$ cat config.mk
export PLATFORM = sky130hd
export DESIGN_NAME = next_pc_unit
export DESIGN_NICKNAME = d
export VERILOG_FILES = /design/src/rtl/next_pc_unit_pkg.sv /design/src/rtl/next_pc_unit_branch_target_calc.sv /design/src/rtl/next_pc_unit.sv
export SDC_FILE = /design/constraint.sdc
export NUM_CORES = 1
export LEC_CHECK = 0
export ABC_CLOCK_PERIOD_IN_PS = 4550
export BUFFER_PORTS_ARGS = -buffer_cell sky130_fd_sc_hd__clkbuf_2
export CAP_MARGIN = 30
export CORE_MARGIN = 2
export CORE_UTILIZATION = 45
export CTS_CLUSTER_SIZE = 25
export DETAILED_ROUTE_END_ITERATION = 6
export PLACE_DENSITY = 0.73
export SLEW_MARGIN = 20
export SYNTH_ARGS = -nofsm -noshare
export SYNTH_HDL_FRONTEND = slang
export SYNTH_SLANG_ARGS = --single-unit
export TNS_END_PERCENT = 50
$ cat constraint.sdc
create_clock -name clk_i -period 4.55 [get_ports clk_i]
set_clock_uncertainty 0.2 [all_clocks]
set_input_delay 1.365 -clock clk_i [delete_from_list [all_inputs] [get_ports clk_i]]
set_output_delay 1.365 -clock clk_i [all_outputs]
set_load 0.1 [all_outputs]
$ cat src/rtl/next_pc_unit_pkg.sv
// Shared types and constants for the next-PC unit.
package next_pc_unit_pkg;
  typedef enum logic {RUN = 1'b0, TRAP = 1'b1} pc_state_e;

  localparam logic [31:0] RESET_PC_DEF = 32'h0000_0000;
  localparam logic [31:0] INSTR_BYTES  = 32'd4;
endpackage

$ cat src/rtl/next_pc_unit_branch_target_calc.sv
// Branch and jump target formation from the sequential PC.
module branch_target_calc
  import next_pc_unit_pkg::*;
(
  input  logic [31:0] i_pc_plus4,
  input  logic [31:0] i_imm_ext,
  input  logic [25:0] i_jump_addr,
  output logic [31:0] o_branch_tgt,
  output logic [31:0] o_jump_tgt
);
  // Word offset: the top two immediate bits fall off, add wraps mod 2^32.
  assign o_branch_tgt = i_pc_plus4 + {i_imm_ext[29:0], 2'b00};
  assign o_jump_tgt   = {i_pc_plus4[31:28], i_jump_addr, 2'b00};
endmodule

$ cat src/rtl/next_pc_unit.sv
// PC register with next-PC selection, misaligned-jr trap and redirect counter.
module next_pc_unit
  import next_pc_unit_pkg::*;
#(
  parameter logic [31:0] RESET_PC = RESET_PC_DEF,
  parameter int          CNT_W    = 16
) (
  input  logic             clk_i,
  input  logic             rst_i,
  input  logic             stall_i,
  input  logic             branch_i,
  input  logic             branch_ne_i,
  input  logic             zero_i,
  input  logic [31:0]      imm_ext_i,
  input  logic             jump_i,
  input  logic [25:0]      jump_addr_i,
  input  logic             jr_i,
  input  logic [31:0]      rs_data_i,
  output logic [31:0]      pc_o,
  output logic [31:0]      pc_plus4_o,
  output logic             redirect_o,
  output logic             trap_o,
  output logic [31:0]      epc_o,
  output logic [CNT_W-1:0] redirect_cnt_o
);
  pc_state_e        r_state, w_state_nxt;
  logic [31:0]      r_pc, r_epc, w_pc_nxt;
  logic [31:0]      w_branch_tgt, w_jump_tgt;
  logic [CNT_W-1:0] r_cnt;
  logic             r_redirect, w_redirect, w_fault, w_taken;

  assign pc_plus4_o = r_pc + INSTR_BYTES;
  assign w_taken    = (branch_i & zero_i) | (branch_ne_i & ~zero_i);

  branch_target_calc u_tgt (
    .i_pc_plus4   (pc_plus4_o),
    .i_imm_ext    (imm_ext_i),
    .i_jump_addr  (jump_addr_i),
    .o_branch_tgt (w_branch_tgt),
    .o_jump_tgt   (w_jump_tgt)
  );

  always_comb begin
    w_pc_nxt   = r_pc;
    w_redirect = 1'b0;
    w_fault    = 1'b0;
    if (r_state == RUN && !stall_i) begin
      if (jr_i) begin
        if (rs_data_i[1:0] != 2'b00) w_fault = 1'b1;
        else begin
          w_pc_nxt   = rs_data_i;
          w_redirect = 1'b1;
        end
      end else if (jump_i) begin
        w_pc_nxt   = w_jump_tgt;
        w_redirect = 1'b1;
      end else if (w_taken) begin
        w_pc_nxt   = w_branch_tgt;
        w_redirect = 1'b1;
      end else begin
        w_pc_nxt = pc_plus4_o;
      end
    end
  end

  always_ff @(posedge clk_i) begin
    if (!rst_i) r_state <= RUN;
    else        r_state <= w_state_nxt;
  end

  // TRAP is absorbing; only reset leaves it.
  always_comb begin
    w_state_nxt = r_state;
    if (r_state == RUN && w_fault) w_state_nxt = TRAP;
  end

  always_comb begin
    trap_o = (r_state == TRAP);
  end

  always_ff @(posedge clk_i) begin
    if (!rst_i) begin
      r_pc       <= RESET_PC;
      r_epc      <= '0;
      r_redirect <= 1'b0;
      r_cnt      <= '0;
    end else begin
      r_pc       <= w_pc_nxt;
      r_redirect <= w_redirect;
      if (w_fault) r_epc <= r_pc;
      if (w_redirect && r_cnt != '1) r_cnt <= r_cnt + 1'b1;
    end
  end

  assign pc_o           = r_pc;
  assign epc_o          = r_epc;
  assign redirect_o     = r_redirect;
  assign redirect_cnt_o = r_cnt;
endmodule

* Word-level counts from Yosys, hierarchy flattened
Cells that the tools add are included.
** Word-level totals
- Bits in registers :: 82
- Input bits :: 98
** Cells by class
- Mux-type cells :: 12
- Reductions and logical operators :: 6
- Equal/unequal tests :: 2
- $add $sub $neg :: 3
- Bitwise operators :: 5
** Operator list (count)
- 32-bit two-way mux :: 4
- 32-bit by 3-bit adder with 32-bit output (second input constant) :: 1
- 32-bit adder :: 1
- 16-bit by 1-bit adder with 16-bit output (second input constant) :: 1
- 16-bit inequality test (second input constant) :: 1
- 1-bit two-way mux :: 8
- 1-bit logical AND :: 3
- 1-bit bitwise AND :: 2
- 2-bit inequality test (second input constant) :: 1
- 1-bit NOT :: 2
- 2-bit AND reduction :: 1
- 2-bit nonzero test :: 1
- 1-bit zero test :: 1
- 1-bit bitwise OR :: 1

* Logic depth before layout (Yosys ltp)
- Depth in word-level cells :: 8
- Gate-level depth with buffers :: 17
- Gate-level depth less buffers :: 15

* Modules after synthesis
A second synthesis with hierarchy kept.
** Unflattened totals
- Cell total of the unflattened synthesis :: 903
- Area, all modules :: 6779.0 µm²
** Modules (own cells, without submodules)
- next_pc_unit :: seq. area each 1641.6 µm², cells each 644, times used 1, area each 4874.7 µm²
- branch_target_calc :: seq. area each 0.0 µm², cells each 259, times used 1, area each 1904.3 µm²

* Worst setup path before layout
Ideal clock, no wire load.
- Path kind :: register -> register
- From :: reg r_pc[4], in the netlist pc_o[4]
- To :: reg r_pc[30], in the netlist pc_o[30]
- Data arrival time :: 5.673 ns
- Setup slack :: -1.449 ns
- Library setup time :: 0.126 ns
- Period minus slack after synthesis :: 5.999 ns
- Cell stages (with the launch flop) :: 16
- Path through :: dfxtp_1 and4_1 nand4_1 nor2_1 xor2_1 ha_1 buf_6 a21o_1 a21o_1 a221o_1 a221o_1 o2111ai_1 a31oi_1 or3_1 nand3_1 a31oi_1
** Between the ends
- Word-level cells in the longest chain between the ends :: 5
** Ends and longest elaborated chain
- start, declared :: line next_pc_unit.sv:27 : logic [31:0] r_pc, r_epc, w_pc_nxt;
- start signal, assigned :: line next_pc_unit.sv:88 : r_pc <= w_pc_nxt;
- 32-bit by 3-bit adder with 32-bit output :: line next_pc_unit.sv:32 : assign pc_plus4_o = r_pc + INSTR_BYTES;
- via pc_plus4_o[15] :: line next_pc_unit.sv:20 : output logic [31:0] pc_plus4_o,
- 32-bit adder :: line next_pc_unit_branch_target_calc.sv:12 : assign o_branch_tgt = i_pc_plus4 + {i_imm_ext[29:0], 2'b00};
- 32-bit two-way mux :: line next_pc_unit.sv:57 : end else if (w_taken) begin
- 32-bit two-way mux :: line next_pc_unit.sv:54 : end else if (jump_i) begin
- 32-bit two-way mux :: line next_pc_unit.sv:48 : if (jr_i) begin
The timed path passes the listed nets, and every way through them passes these cells.
A chain may end at the register's enable or synchronous reset.

* Worst setup path after layout
- From :: reg r_pc[4], in the netlist pc_o[4]
- To :: out pc_plus4_o[31]
** Between the ends
- Word-level cells in the longest chain between the ends :: 1
** Ends and longest elaborated chain (line)
- 32-bit by 3-bit adder with 32-bit output :: next_pc_unit.sv:32
- end, declared :: next_pc_unit.sv:20
Every way passes these cells.

==> flow_metrics.py <==
metrics = {
    "clock_tree": {
        "cts_max_level": 3,
        "root_buffer": "clkbuf_16",
        "cts_sinks": 82,
        "cts_tree": "built",
        "cts.clk_slew.worst_paths_ns": 0.07,
        "worstSkewPairLatency_ns": 0.34,
        "cts_buffer_depth": 2,
        "cts_buffers": 9,
        "postCtsHoldBufs": 0,
    },
    "floorplanning": {
        "pin_count": 212,
        "fp-row-count": 42,
        "die-height_um": 121,
        "core_area_sq_mm": 0.0133,
        "fp.dieW_um": 121,
        "initial_core_util_pct": 46.1,
        "dieArea_sq_mm": 0.0146,
    },
    "synthesis": {
        "synth.distinct_cells": 61,
        "synth_top_cells_by_area": "dfxtp_1 27%, nand2_1 8.2%, ha_1 7.8%, a21oi_1 5.1%, xor2_1 4.9%",
        "async_flop_share_pct": 0,
        "syn_nets": 940,
        "synth_area_sq_mm": 0.00613,
        "seq_area_frac_synth_pct": 26.8,
        "yosysWarnings": 0,
        "synth_flop_cell": "dfxtp_1",
        "syn_inst": 803,
        "ys_ff_latch": 82,
        "synth_edf_count": 0,
        "synth_top_area_cell": "dfxtp_1",
        "synthTopCellsByCount": "134 x nand2_1, 82 x dfxtp_1, 62 x a21oi_1",
        "avgSynthCellArea_sq_um": 7.63,
        "synth_most_common_cell": "nand2_1",
        "synth_top_area_share_pct": 26.8,
    },
    "route": {
        "vias": 6595,
        "drtIter0Drc": 472,
        "routed_via_density": 5.66,
        "antenna_left": 0,
        "drt-wirelength-per-cell_um": 17.3,
        "dr.pass1.iters": 5,
        "drcViolationCount": 0,
        "wirelength_mm": 20.2,
    },
    "power": {
        "p_per_area_mw_per_mm2": 317,
        "total_leakage_power_nw": 3.76,
        "finalPower_mw": 2.52,
        "ir_drop_mv": 0.241,
    },
    "timing": {
        "fmax_mhz": 228,
        "fin_crit_ns": 4.38,
        "hold_viol": 0,
        "setup_viol": 0,
        "drv_slew": 0,
        "rsz0062_at_grt": "false",
        "finalSetupTns_ns": 0,
        "tightest_slew_ns": 0.929,
        "fin_crit_sh_pct": 96.4,
        "slew_headroom_pct": 38.1,
    },
    "global_route": {
        "overflow": 0,
        "grt_max_degree": 51,
        "grt_pass1_wl_mm": 31.2,
        "grt_use_total_pct": 27.1,
        "grt_pass1_vias": 5932,
        "antenna_found_initial": 1,
    },
    "worst_hold_path": {
        "min_path_type": "flip-flop to flip-flop",
    },
    "cells_and_area": {
        "drive_gt1_share_pct": 30.2,
        "layout.nets": 1122,
        "ff_latch_area_sq_mm": 0.00170,
        "area_growth_pct": 30.2,
        "multiInputGateArea_sq_mm": 0.00456,
        "fill_cells": 1249,
        "n_antenna_cell": 0,
    },
    "critical_path": {
        "critPathMaxFanout": 8,
        "startpoint_type": "flip-flop",
        "slowest_delay_ns": 0.41,
        "end_kind": "output pin",
        "crit_slowest_cell": "dfxtp_4",
        "crit_required_ns": 2.98,
        "cp_top_family": "simple AND/OR/NAND/NOR gates",
        "cp.buffers_inverters": 1,
        "path_class": "flip-flop to output pin",
        "cp.arrival_ns": 2.82,
        "path_cells": "and4_1 > nand4_1 > or2_4 > nor3_4 > nand3_1 > xnor2_4 > buf_4",
    },
    "job": {
        "maxCapViolations": 0,
    },
    "status": {
        "status": "finished clean",
    },
    "placement": {
        "hpwl_mm": 15.9,
        "port_buffers": 209,
        "place.gp.congestion": 0.946,
    },
}
-- worst min-delay path, delay by kind of cell (launching register included) --
kind	cells	cell delay [ns]
compound gates	1	0.07
flops	1	0.31
simple gates	1	0.04
-- layer usage --
metal / track usage [%] / routed length (um) / up-vias
met5: 0 / 0 / -
met4: 6.98 / 360 / 0
met3: 6.08 / 1460 / 28
met2: 45.8 / 9610 / 266
met1: 34.9 / 8730 / 3063
li1: - / - / 3238
-- flip-flops by register name, indices dropped and copies added, names as in the netlist --
| signal | flops |
|---|---|
| epc_o | 32 |
| pc_o | 32 |
| trap_o | 1 |
| redirect_cnt_o | 16 |
| redirect_o | 1 |
-- worst paths after layout --
kind | to | depth (start not counted) | startpoint | slack (ns)
hold reg to reg | epc_o[3] | 2 | epc_o[3] | 0.27
setup / recovery | pc_plus4_o[31] | 7 | pc_o[4] | 0.17
setup reg to reg | pc_o[26] | 14 | pc_o[4] | 0.29
hold / removal | epc_o[3] | 2 | epc_o[3] | 0.27
-- area by class of cell --
type / instances / share of cell area, %
well taps: 176 / 2.76
repair buffers: 222 / 14.4
flip-flops and latches: 82 / 21.4
clock inverters: 7 / 0.957
clock buffers: 9 / 2.82
multi-input cells: 657 / 57.1
inverters: 13 / 0.612
-- power by group --
group | total (mW) | internal (mW) | switching [mW]
clock network | 0.735 | 0.429 | 0.306
logic | 0.981 | 0.265 | 0.716
registers | 0.809 | 0.749 | 0.0598
-- cell families after synthesis --
kind of cell,synth area share [%]
adders and majority gates,8.09
muxes,1.00
DFF,26.8
buffers and inverters,4.61
AOI/OAI and AO/OA,27.0
and+or+nand+nor,22.9
xor gates and xnor gates,9.56
-- through the flow --
step	utilization (%)	area [sq um]	worst slack, ns	instances	hold slack (ns)
final	60.0	7980	0.166	1166	0.266
after global routing	60.0	7980	0.0366	1166	0.289
after CTS	60.0	7970	0.0772	1166	0.269
after detailed placement	57.7	7670	0.313	1150	0.260
after global placement	57.7	7670	0.320	1150	0.252
after floorplan	-	6520	0.00504	803	0.439
-- repair_timing --
action / 4_1_cts / 5_1_grt
buffers inserted: 0 / 0
resized for setup: 0 / 1
setup endpoints to repair: 0 / 1
-- cells in the final DEF, fill, tap and decap left out, types with 6 or more instances in the layout --
cell	netlist	final
clkbuf_2	0	208
nand2_1	134	134
a21oi_1	62	62
dfxtp_1	82	60
o21ai_0	45	45
nor2_1	45	45
ha_1	38	38
a21boi_0	33	33
nand3_1	28	28
and2_1	21	21
xnor2_1	31	19
xor2_1	34	19
o211ai_1	18	18
nand4_1	18	18
a21o_1	18	18
dfxtp_4	0	14
buf_4	4	14
inv_1	13	13
a31oi_1	12	12
o211a_1	12	12
xnor2_2	1	10
and3_1	9	9
clkbuf_16	0	9
or3_1	8	8
xor2_4	0	8
dfxtp_2	0	8
nor3_1	8	7
xor2_2	0	7
nor2b_1	6	6
and4_1	6	6
Note: power is estimated with default switching activity, not from simulation.
